[src/rtl/cpu_pkg.sv]
// Shared encodings for the CPU memory-port arbiter: FSM states, owner codes
// and the word-alignment helper.
package cpu_pkg;

    typedef enum logic [1:0] {
        ARB_IDLE   = 2'd0,
        ARB_ACCESS = 2'd1,
        ARB_RESP   = 2'd2
    } arb_state_t;

    localparam logic       OWN_IF          = 1'b0;
    localparam logic       OWN_D           = 1'b1;
    localparam logic [1:0] WORD_ALIGN_MASK = 2'b11;

    function automatic logic is_misaligned(input logic [1:0] i_lsb);
        return (i_lsb & WORD_ALIGN_MASK) != 2'b00;
    endfunction

endpackage

[src/rtl/arb_wait_timer.sv]
// Wait counter for the ACCESS state: counts cycles without mem_ready and
// flags expiry on the last permitted cycle.
module arb_wait_timer #(
    parameter int MAX_WAIT = 8
) (
    input  logic clk,
    input  logic rst_n,
    input  logic i_clear,
    input  logic i_enable,
    output logic o_expired
);
    localparam int            CW   = (MAX_WAIT > 1) ? $clog2(MAX_WAIT) : 1;
    localparam logic [CW-1:0] TERM = CW'(MAX_WAIT - 1);

    logic [CW-1:0] r_cnt;

    always_ff @(posedge clk or negedge rst_n) begin
        if (!rst_n) begin
            r_cnt <= '0;
        end else if (i_clear) begin
            r_cnt <= '0;
        end else if (i_enable && !o_expired) begin
            r_cnt <= r_cnt + 1'b1;
        end
    end

    assign o_expired = (r_cnt == TERM);

endmodule

[src/rtl/mem_port_arbiter.sv]
// Shares one memory port between instruction fetch and the data stage, with
// starvation protection, alignment rejection and a memory timeout.
//
// state      | meaning
// ARB_IDLE   | no transaction; arbitrate between if_req and d_req
// ARB_ACCESS | mem_en high, waiting for mem_ready or timeout
// ARB_RESP   | one-cycle ack/err pulse to the owner
module mem_port_arbiter
    import cpu_pkg::*;
#(
    parameter int AW       = 10,
    parameter int DW       = 32,
    parameter int MAX_WAIT = 8,
    parameter int DSTARVE  = 4
) (
    input  logic          clk,
    input  logic          rst_n,
    input  logic          i_if_req,
    input  logic [AW-1:0] i_if_addr,
    output logic          o_if_ack,
    output logic          o_if_err,
    output logic [DW-1:0] o_if_rdata,
    input  logic          i_d_req,
    input  logic          i_d_we,
    input  logic [AW-1:0] i_d_addr,
    input  logic [DW-1:0] i_d_wdata,
    output logic          o_d_ack,
    output logic          o_d_err,
    output logic [DW-1:0] o_d_rdata,
    output logic          o_mem_en,
    output logic          o_mem_we,
    output logic [AW-1:0] o_mem_addr,
    output logic [DW-1:0] o_mem_wdata,
    input  logic [DW-1:0] i_mem_rdata,
    input  logic          i_mem_ready,
    output logic          o_busy,
    output logic          o_owner
);
    localparam int SW = (DSTARVE > 0) ? $clog2(DSTARVE + 1) : 1;

    arb_state_t    r_state;
    arb_state_t    w_next;
    logic [AW-1:0] r_addr;
    logic          r_we;
    logic [DW-1:0] r_wdata;
    logic          r_owner;
    logic          r_err;
    logic [DW-1:0] r_if_rdata;
    logic [DW-1:0] r_d_rdata;
    logic [SW-1:0] r_starve;

    logic          w_grant_d;
    logic          w_grant_if;
    logic [AW-1:0] w_sel_addr;
    logic          w_starve_full;
    logic          w_expired;
    logic          w_in_access;

    assign w_starve_full = (r_starve == SW'(DSTARVE));
    assign w_in_access   = (r_state == ARB_ACCESS);

    arb_wait_timer #(.MAX_WAIT(MAX_WAIT)) u_wait_timer (
        .clk       (clk),
        .rst_n     (rst_n),
        .i_clear   (!w_in_access),
        .i_enable  (w_in_access),
        .o_expired (w_expired)
    );

    always_ff @(posedge clk or negedge rst_n) begin
        if (!rst_n) begin
            r_state <= ARB_IDLE;
        end else begin
            r_state <= w_next;
        end
    end

    // Outputs decode from state so an async reset drops the strobes at once.
    always_comb begin
        w_next       = r_state;
        w_grant_d    = 1'b0;
        w_grant_if   = 1'b0;
        w_sel_addr   = i_if_addr;
        o_mem_en     = 1'b0;
        o_mem_we     = 1'b0;
        o_mem_addr   = r_addr;
        o_mem_wdata  = r_wdata;
        o_if_ack     = 1'b0;
        o_d_ack      = 1'b0;
        o_if_err     = 1'b0;
        o_d_err      = 1'b0;
        o_busy       = (r_state != ARB_IDLE);
        o_owner      = r_owner;
        o_if_rdata   = r_if_rdata;
        o_d_rdata    = r_d_rdata;
        case (r_state)
            ARB_IDLE: begin
                w_grant_d  = i_d_req && !(w_starve_full && i_if_req);
                w_grant_if = !w_grant_d && i_if_req;
                w_sel_addr = w_grant_d ? i_d_addr : i_if_addr;
                if (w_grant_d || w_grant_if) begin
                    w_next = is_misaligned(w_sel_addr[1:0]) ? ARB_RESP : ARB_ACCESS;
                end
            end
            ARB_ACCESS: begin
                o_mem_en = 1'b1;
                o_mem_we = r_we;
                if (i_mem_ready || w_expired) begin
                    w_next = ARB_RESP;
                end
            end
            ARB_RESP: begin
                o_if_ack = (r_owner == OWN_IF);
                o_d_ack  = (r_owner == OWN_D);
                o_if_err = (r_owner == OWN_IF) && r_err;
                o_d_err  = (r_owner == OWN_D) && r_err;
                w_next   = ARB_IDLE;
            end
            default: w_next = ARB_IDLE;
        endcase
    end

    always_ff @(posedge clk or negedge rst_n) begin
        if (!rst_n) begin
            r_addr     <= '0;
            r_we       <= 1'b0;
            r_wdata    <= '0;
            r_owner    <= OWN_IF;
            r_err      <= 1'b0;
            r_if_rdata <= '0;
            r_d_rdata  <= '0;
            r_starve   <= '0;
        end else begin
            if (w_grant_d || w_grant_if) begin
                r_addr  <= w_sel_addr;
                r_we    <= w_grant_d && i_d_we;
                r_wdata <= w_grant_d ? i_d_wdata : '0;
                r_owner <= w_grant_d ? OWN_D : OWN_IF;
                r_err   <= is_misaligned(w_sel_addr[1:0]);
                if (w_grant_d && i_if_req) begin
                    if (!w_starve_full) begin
                        r_starve <= r_starve + 1'b1;
                    end
                end else begin
                    r_starve <= '0;
                end
            end
            if (w_in_access) begin
                if (i_mem_ready) begin
                    r_err <= 1'b0;
                    if (!r_we) begin
                        if (r_owner == OWN_D) begin
                            r_d_rdata <= i_mem_rdata;
                        end else begin
                            r_if_rdata <= i_mem_rdata;
                        end
                    end
                end else if (w_expired) begin
                    r_err <= 1'b1;
                end
            end
        end
    end

endmodule

[config.mk]
export PLATFORM = sky130hd
export DESIGN_NAME = mem_port_arbiter
export DESIGN_NICKNAME = d
export VERILOG_FILES = /design/src/rtl/cpu_pkg.sv /design/src/rtl/arb_wait_timer.sv /design/src/rtl/mem_port_arbiter.sv
export SDC_FILE = /design/constraint.sdc
export NUM_CORES = 1
export LEC_CHECK = 0
export CORE_ASPECT_RATIO = 0.6
export CORE_UTILIZATION = 42
export DETAILED_ROUTE_END_ITERATION = 10
export PLACE_DENSITY = 0.8
export SYNTH_ARGS = -nofsm -noshare
export SYNTH_HDL_FRONTEND = slang
export SYNTH_SLANG_ARGS = --single-unit
[constraint.sdc]
create_clock -name clk -period 2.1 [get_ports clk]
set_input_delay 0.42 -clock clk [delete_from_list [all_inputs] [get_ports clk]]
set_output_delay 0.42 -clock clk [all_outputs]
set_load 0.01 [all_outputs]
==> impl_metrics.toml <==
[layout]
fillCellCount = 728
layout-drive-gt1-share_pct = 20.4
antenna-diode-count = 0
nNetsFinal = 626
area_growth_syn_to_layout_pct = 62.6

[grt]
initial_antenna_violation_count = 1
grt_first_pass_wirelength_mm = 19.3
grt.overflow.total = 0
grt.total_usage_pct = 22.6
first_global_vias = 3696
grt_max_degree = 64

[worst_setup_path]
type_of_element_launching_the_critical_path = "flop"
worst_ep_required_time_ns = 1.68
r2r_cells = 6
critPathMaxFanout = 6
worstSetupPathType = "reg -> out"
cp_data_arrival_time_ns = 1.59
timing.critical_path.to_type = "output pin"

[logic_synthesis]
yosys.area_share.xor_xnor_pct = 0.191
number_of_synthesized_flops_with_an_enable_pin = 0
synth_adder_area_share_pct = 1.09
mappedNetlistArea_um2 = 4600
synth_area_per_cell_um2 = 14.6
yosysWarningCount = 0
netlist-cell-type-count = 33
synth.ff_latch_count = 117
synth_top_cell_by_area = "sky130_fd_sc_hd__dfrtp_1"
synthCells = 315
postSynth.topFlopCell = "sky130_fd_sc_hd__dfrtp_1"
net_count_after_synthesis = 409
top_area_cells_in_the_synthesized_netlist = "sky130_fd_sc_hd__dfrtp_1, sky130_fd_sc_hd__mux2_2, sky130_fd_sc_hd__a22o_1"
post_synth_and_or_nand_nor_area_fraction_pct = 4.47
synthArstFlopShare_pct = 100
synth-compound-area-share_pct = 9.39
synth_sequential_area_ratio_pct = 63.7
synthDominantCellAreaShare_pct = 63.7
synth.area.mux_share_pct = 18.3
synth_top_family_by_area = "multiplexers"

[floorplan]
top_level_ports = 204
rows = 29
floorplan.initialDensity_pct = 43.4
fp.dieArea_um2 = 11400
fp.dieH_um = 83.0
floorplan.die.width_um = 137
core_region_area_um2 = 10600

[cts]
cts_inserted_buffers = 17
cts_tree = "yes"
clkTransAtPathRegs_ns = 0.06
clock_tree.htree_level_count = 4
clock_latency_ns = 0.41
sinks_on_clock_net = 117
cts-root-to-sink-buffers = 2
post_cts.repair.setup_buffers = 0
cts-root-buf = "sky130_fd_sc_hd__clkbuf_16"

[routing]
dr_drc_count = 0
antenna_left = 0
totalWireLength_mm = 12.0
routed_via_density = 5.04
first_iter_violations = 123
routed-via-count = 3440
post_drt_wl_per_cell_um = 17.5
drt-pass1-iter-count = 4

[timing]
timing_worst_slew_pin_value_ns = 0.381
timing.final.max_slew_violations = 0
min_period_over_period_pct = 95.5
worst_hold_slack_ns = 0.485
finalCriticalPeriod_ns = 2.01
finalHoldViolations = 0
fmax_mhz = 499
tns_setup_ns = 0
rsz_0062_raised_after_global_routing = "false"
slew_headroom_pct = 74.6
fin_skew_ns = 0.0121
setup_viol = 0

[power]
vdd.ir_drop.worst_mv = 0.780
power_report.internal_total_mw = 7.90
p_sw_mw = 3.41
p_leak_nw = 3.35
pwr-share-clk_pct = 26.1
combPwrFrac_pct = 39.6
cellPowerDensity_nw_per_um2 = 1510
share_seq_of_total_power_pct = 34.4
power.share.switching_pct = 30.1

[run_status]
outcome = "finished, final reports clean"

[hold_path]
hp-class = "reg -> reg"
hold_depth = 2

[run]
cap_viol_max_count = 0

[placement]
placement.io_buffers = 203
post-dp-hpwl_mm = 8.59
finalWeightedCongestion = 0.757
## per-stage QoR
stage,util [%],instance area (um^2),power [mW],std cells,setup WS (ns)
global route,70.5,7470,11.9,683,0.0204
floorplan,-,4600,5.67,315,0.531
CTS,70.4,7460,11.4,683,0.0230
global placement,64.6,6840,8.23,651,0.133
finish,70.5,7470,11.3,683,0.0944
detailed placement,64.6,6840,8.40,651,0.0950
## layer usage
metal / global-route usage (%) / share of wire, % / vias up
met5: 0 / 0.10 / -
met3: 9.04 / 8.2 / 14
met1: 28.2 / 42 / 1720
met4: 6.99 / 1.0 / 2
met2: 36.0 / 48 / 128
li1: - / - / 1576
## registers in the layout, summed over array words and instances (netlist names)
signal / count
o_owner: 1
o_d_rdata: 32
o_mem_wdata: 32
r_we: 1
u_wait_timer.r_cnt: 3
r_state: 2
r_starve: 3
o_if_rdata: 32
r_err: 1
o_mem_addr: 10
## cells by family (layout without fill, tap and decap cells)
| family | after synthesis | in the layout |
|---|---|---|
| xor+xnor | 1 | 1 |
| fa+ha+maj | 4 | 4 |
| simple gates | 37 | 37 |
| compound gates | 57 | 57 |
| flops | 117 | 117 |
| buf+inv | 23 | 252 |
| mux | 76 | 76 |
## timing repair
action,CTS,global route
endpoints found under the setup margin,6,3
resized for setup,8,3
pin swaps,0,0
hold endpoints to repair,27,0
hold buffers,1,0
cloned,0,0
## worst paths after layout
path	startpoint	to	slack [ns]
worst max-delay path	r_state[1]	o_mem_we	0.09
worst min-delay path	o_mem_addr[9]	o_mem_addr[9]	0.48
worst max register to register	u_wait_timer.r_cnt[0]	r_err	0.34
worst min register to register	o_mem_addr[9]	o_mem_addr[9]	0.48
max in group asynchronous	rst_n	o_mem_wdata[5]	0.95
min in group asynchronous	rst_n	r_starve[0]	0.49
## power groups by stage
stage	clock network [mW]	registers, mW	logic, mW
2_1_floorplan	0	4.27	1.40
6_report	2.95	3.89	4.48
3_5_place_dp	0	3.88	4.51
4_1_cts	3.00	3.89	4.52
5_1_grt	3.11	4.03	4.78
3_3_place_gp	0	3.83	4.40
## cells in the final DEF (no fill, tap or decap), types with 7 or more instances in the layout
| cell | instances |
|---|---|
| sky130_fd_sc_hd__clkbuf_16 | 17 |
| sky130_fd_sc_hd__buf_4 | 10 |
| sky130_fd_sc_hd__clkdlybuf4s50_1 | 196 |
| sky130_fd_sc_hd__o21ai_0 | 14 |
| sky130_fd_sc_hd__mux2i_1 | 12 |
| sky130_fd_sc_hd__nand2_1 | 14 |
| sky130_fd_sc_hd__mux2_1 | 9 |
| sky130_fd_sc_hd__nor2_1 | 7 |
| sky130_fd_sc_hd__dfrtp_1 | 115 |
| sky130_fd_sc_hd__a22o_1 | 33 |
| sky130_fd_sc_hd__mux2_2 | 55 |
## area by class of cell
class / count / area (um^2) / share of cell area (%)
clock inverter: 12 / 154 / 2.06
inverter: 4 / 16.3 / 0.218
tap: 139 / 174 / 2.33
timing repair buffer: 217 / 2180 / 29.2
sequential: 117 / 2930 / 39.2
multi-input combinational: 175 / 1560 / 20.9
clock buffer: 19 / 453 / 6.06
## worst max-delay path: stages (launching register included)
cell                            delay (ns)
sky130_fd_sc_hd__dfrtp_2              0.42
sky130_fd_sc_hd__nand2b_4             0.18
sky130_fd_sc_hd__clkinv_2             0.11
sky130_fd_sc_hd__and2_1               0.17
sky130_fd_sc_hd__dlygate4sd2_1        0.29
## Yosys cell counts, drive strengths merged (2+ instances only)
| master | instances |
|---|---|
| o21ai | 15 |
| inv | 3 |
| mux2i | 12 |
| a31oi | 3 |
| a22o | 33 |
| nand2 | 15 |
| dfrtp | 117 |
| mux2 | 64 |
| clkbuf | 4 |
| ha | 4 |
| buf | 15 |
| nor2 | 8 |
| and2 | 4 |
| nand3 | 2 |
Note: power is estimated with default switching activity, not from simulation.
